<file path="config.mk">
export PLATFORM = sky130hd
export DESIGN_NAME = multi_channel_synchronizer
export DESIGN_NICKNAME = d
export VERILOG_FILES = /design/src/rtl/multi_channel_synchronizer.sv
export SDC_FILE = /design/constraint.sdc
export NUM_CORES = 1
export LEC_CHECK = 0
export BUFFER_PORTS_ARGS = -buffer_cell sky130_fd_sc_hd__buf_2
export CORE_UTILIZATION = 58
export DETAILED_ROUTE_END_ITERATION = 10
export GPL_TIMING_DRIVEN = 0
export PLACE_DENSITY = 0.83
export SLEW_MARGIN = 20
export SYNTH_ARGS = -nofsm -noshare
export SYNTH_HDL_FRONTEND = slang
export SYNTH_SLANG_ARGS = --single-unit
</file>
<file path="constraint.sdc">
create_clock -name CLK -period 2.8 [get_ports CLK]
set_clock_uncertainty 0.05 [all_clocks]
set_input_delay 0.42 -clock CLK [delete_from_list [all_inputs] [get_ports CLK]]
set_output_delay 0.42 -clock CLK [all_outputs]
set_load 0.02 [all_outputs]
</file>
<file path="src/rtl/multi_channel_synchronizer.sv">
// WIDTH independent async flags: N-stage synchronizer, per-channel stability filter,
// registered rise/fall strobes and sticky event flags with per-channel clear.
module multi_channel_synchronizer #(
   parameter int               WIDTH      = 8,
   parameter int               STAGES     = 2,
   parameter int               FILTER_LEN = 4,
   parameter logic [WIDTH-1:0] INIT_VALUE = '0
) (
   input  logic             CLK,
   input  logic             RST_N,
   input  logic [WIDTH-1:0] IN,
   input  logic [WIDTH-1:0] CLEAR,
   output logic [WIDTH-1:0] OUT,
   output logic [WIDTH-1:0] RISE,
   output logic [WIDTH-1:0] FALL,
   output logic [WIDTH-1:0] EVENT,
   output logic             EVENT_ANY
);

   localparam int               CNT_W    = (FILTER_LEN > 1) ? $clog2(FILTER_LEN) : 1;
   localparam logic [CNT_W-1:0] CNT_LAST = CNT_W'(FILTER_LEN - 1);

   genvar gi;
   generate
      for (gi = 0; gi < WIDTH; gi++) begin : g_chan
         logic [STAGES-1:0] sync_reg;
         logic [CNT_W-1:0]  cnt_reg;
         logic [CNT_W-1:0]  cnt_next;
         logic              out_reg;
         logic              out_next;
         logic              rise_reg;
         logic              rise_next;
         logic              fall_reg;
         logic              fall_next;
         logic              event_reg;
         logic              event_next;
         logic              sync_s;

         // Plain shift chain: nothing may sit between metastability-resolving stages.
         always_ff @(posedge CLK or negedge RST_N) begin
            if (!RST_N) begin
               sync_reg <= {STAGES{INIT_VALUE[gi]}};
            end else begin
               sync_reg <= {sync_reg[STAGES-2:0], IN[gi]};
            end
         end

         assign sync_s = sync_reg[STAGES-1];

         // OUT only follows after FILTER_LEN consecutive disagreeing samples.
         always_comb begin
            cnt_next  = '0;
            out_next  = out_reg;
            rise_next = 1'b0;
            fall_next = 1'b0;
            if (sync_s != out_reg) begin
               if (cnt_reg == CNT_LAST) begin
                  out_next  = sync_s;
                  rise_next = sync_s;
                  fall_next = ~sync_s;
               end else begin
                  cnt_next = cnt_reg + CNT_W'(1);
               end
            end
            event_next = (event_reg & ~CLEAR[gi]) | rise_next | fall_next;
         end

         always_ff @(posedge CLK or negedge RST_N) begin
            if (!RST_N) begin
               cnt_reg   <= '0;
               out_reg   <= INIT_VALUE[gi];
               rise_reg  <= 1'b0;
               fall_reg  <= 1'b0;
               event_reg <= 1'b0;
            end else begin
               cnt_reg   <= cnt_next;
               out_reg   <= out_next;
               rise_reg  <= rise_next;
               fall_reg  <= fall_next;
               event_reg <= event_next;
            end
         end

         assign OUT[gi]   = out_reg;
         assign RISE[gi]  = rise_reg;
         assign FALL[gi]  = fall_reg;
         assign EVENT[gi] = event_reg;
      end
   endgenerate

   assign EVENT_ANY = |EVENT;

endmodule

</file>
==> results.yml <==
floorplanning:
  start_util_pct: 62.5
  die_w_um: 68.8
  num_rows: 23
  die_area_um2: 4730
  core_area_um2: 4140
  pin_count: 51
  die_h_um: 68.8
critical_path:
  rrSetupSlack_ns: 1.54
  crit_fanout: 3
  critical_path_arrival_ns: 1.35
  worst-path-buf-inv: 1
  critPathTopFamily: "simple AND/OR/NAND/NOR gates"
  r2r_cells: 3
  reg2reg_to: "g_chan[2].event_reg$_DFF_PN0_"
  required_ns: 2.33
  crit_slowest_cell: "dfrtp_1"
  critPathLaunchType: "flop"
  path_cells: "nor4_1, nand2_1, buf_2"
  endpoint_kind: "output pin"
  worstSetupPathType: "flop to output pin"
  reg2reg_from: "g_chan[2].cnt_reg[0]$_DFF_PN0_"
  critPathMaxStageDelay_ns: 0.40
routing:
  drtIter0Drc: 84
  dr_wl_met2_mm: 1.68
  via_per_inst: 4.84
  routed-wl-met3_um: 258
  wire_per_inst_um: 11.9
  drc_errors: 0
  vias: 1451
  drt_first_pass_iters: 4
  wl_met1_mm: 1.56
  ant_nets: 0
  top_layer: "met4"
  drt_wl_total_mm: 3.57
clock_network:
  numCtsBuffers: 9
  cts_resized: 0
  cts.sinks: 64
  cts_tree: "yes"
  htree_levels: 3
  ctsHoldBuffers: 0
  cts_setup_buffers: 0
  cts.clk_slew.worst_paths_ns: 0.06
  cts_buffer_depth: 2
  worst_skew_pair.late_latency_ns: 0.33
  ctsRootBufferMaster: "clkbuf_8"
yosys:
  syn_inst: 187
  synth_seq_cells: 64
  ys_warn_count: 0
  syn_avg_cell_area_um2: 13.8
  yosys.cell_types.count: 13
  syn_area_um2: 2590
  synth_fp_nets: 221
  seq_area_frac_synth_pct: 61.9
sta:
  fin_crit_sh_pct: 65.1
  layout_setup_ws_ns: 0.978
  worstMarginPinSlew_ns: 0.744
  max_clock_freq_mhz: 549
  setup_viol: 0
  min_period_ns: 1.82
  slew_headroom_pct: 50.4
  hold_viol_final: 0
  tns_ns: 0
  rsz0062_at_grt: "no"
  drv_slew: 0
final_layout:
  final_layout_size_suffix_gt1_share_pct: 40.4
  layout_commonest_cell: "dfrtp_1"
  fin_nets: 282
  n_antenna_cell: 0
  area_delta_synth_final_pct: 17.6
  most-common-layout-cells: "64 x dfrtp_1, 49 x buf_2, 33 x buf_4"
  n_fill_cell: 307
place:
  dp_slack_ns: 1.31
  gp_congestion: 0.730
  port_buffers: 50
  hpwl_mm: 2.47
power_and_ir_drop:
  ir_worst_vdd_v: 0.000525
  leakage_nw: 1.71
  p_per_area_nw_per_um2: 911
global_routing:
  grt_max_degree: 65
  antenna_found_initial: 0
  first_global_vias: 1340
  grt_pass1_wl_mm: 5.79
  grt_overflow_total: 0
  grt_usage_pct: 18.3
min_path:
  min_path_type: "input port to asynchronous set/reset pin"
status:
  outcome: "finished, final reports clean"
job:
  cap_viol_max_count: 0
## metal layers
metal  track usage (%)  vias up
met1              20.8      690
met4              9.95        0
met2              27.8       43
met5                 0        -
met3              9.54        8
li1                  -      710
## power by group
group | switching [mW] | internal [mW]
clock network | 0.301 | 0.303
logic | 0.405 | 0.445
registers | 0.187 | 1.13
## cells by family after synthesis
kind of cell | share of synthesized area, %
buffers and inverters | 10.4
AND/OR/NAND/NOR | 10.7
AO/OA/AOI/OAI | 3.09
XOR/XNOR | 2.71
multiplexers | 3.48
flip-flops | 61.9
adder cells (fa/ha/maj) | 7.73
## final cells by class
cell class / instances / area (um^2) / area share (%)
repair buffers: 50 / 253 / 8.30
inverters: 8 / 30.0 / 0.986
multi-input cells: 83 / 717 / 23.5
clock inverters: 2 / 10.0 / 0.329
well taps: 50 / 62.6 / 2.05
flip-flops and latches: 64 / 1600 / 52.6
plain buffers: 32 / 240 / 7.89
clock buffers: 11 / 131 / 4.31
## synthesized netlist by cell type
cell,count,area [um^2]
a221o_1,8,80.1
and2_1,8,50.1
and3b_1,8,70.1
buf_4,32,240
dfrtp_1,64,1600
ha_1,16,200
inv_1,8,30.0
mux2_2,8,90.1
nand2_1,1,3.75
nor2b_1,16,100
nor3_1,8,40.0
nor4_1,2,12.5
xnor2_1,8,70.1
## how the worst max path moves through the flow
stage	start	to	slack, ns	cells past startpoint
floorplan	g_chan[4].event_reg$_DFF_PN0_	EVENT_ANY	1.53	2
global placement	RST_N	g_chan[5].sync_reg[0]$_DFF_PN0_	1.11	1
detailed placement	g_chan[1].event_reg$_DFF_PN0_	EVENT_ANY	1.31	3
CTS	g_chan[1].event_reg$_DFF_PN0_	EVENT_ANY	0.94	3
global route	g_chan[1].event_reg$_DFF_PN0_	EVENT_ANY	0.88	3
finish	g_chan[1].event_reg$_DFF_PN0_	EVENT_ANY	0.98	3
## stage by stage
stage	area [um^2]	util [%]	cells	hold WS (ns)	total power [mW]
finish	3050	73.5	300	0.113	2.78
global route	3050	73.5	300	0.112	2.98
CTS	3050	73.5	300	0.121	2.82
detailed placement	2900	70.1	287	0.286	2.20
global placement	2900	70.0	287	0.282	2.15
floorplan	2590	-	187	0.0744	1.94
Note: power is estimated with default switching activity, not from simulation.
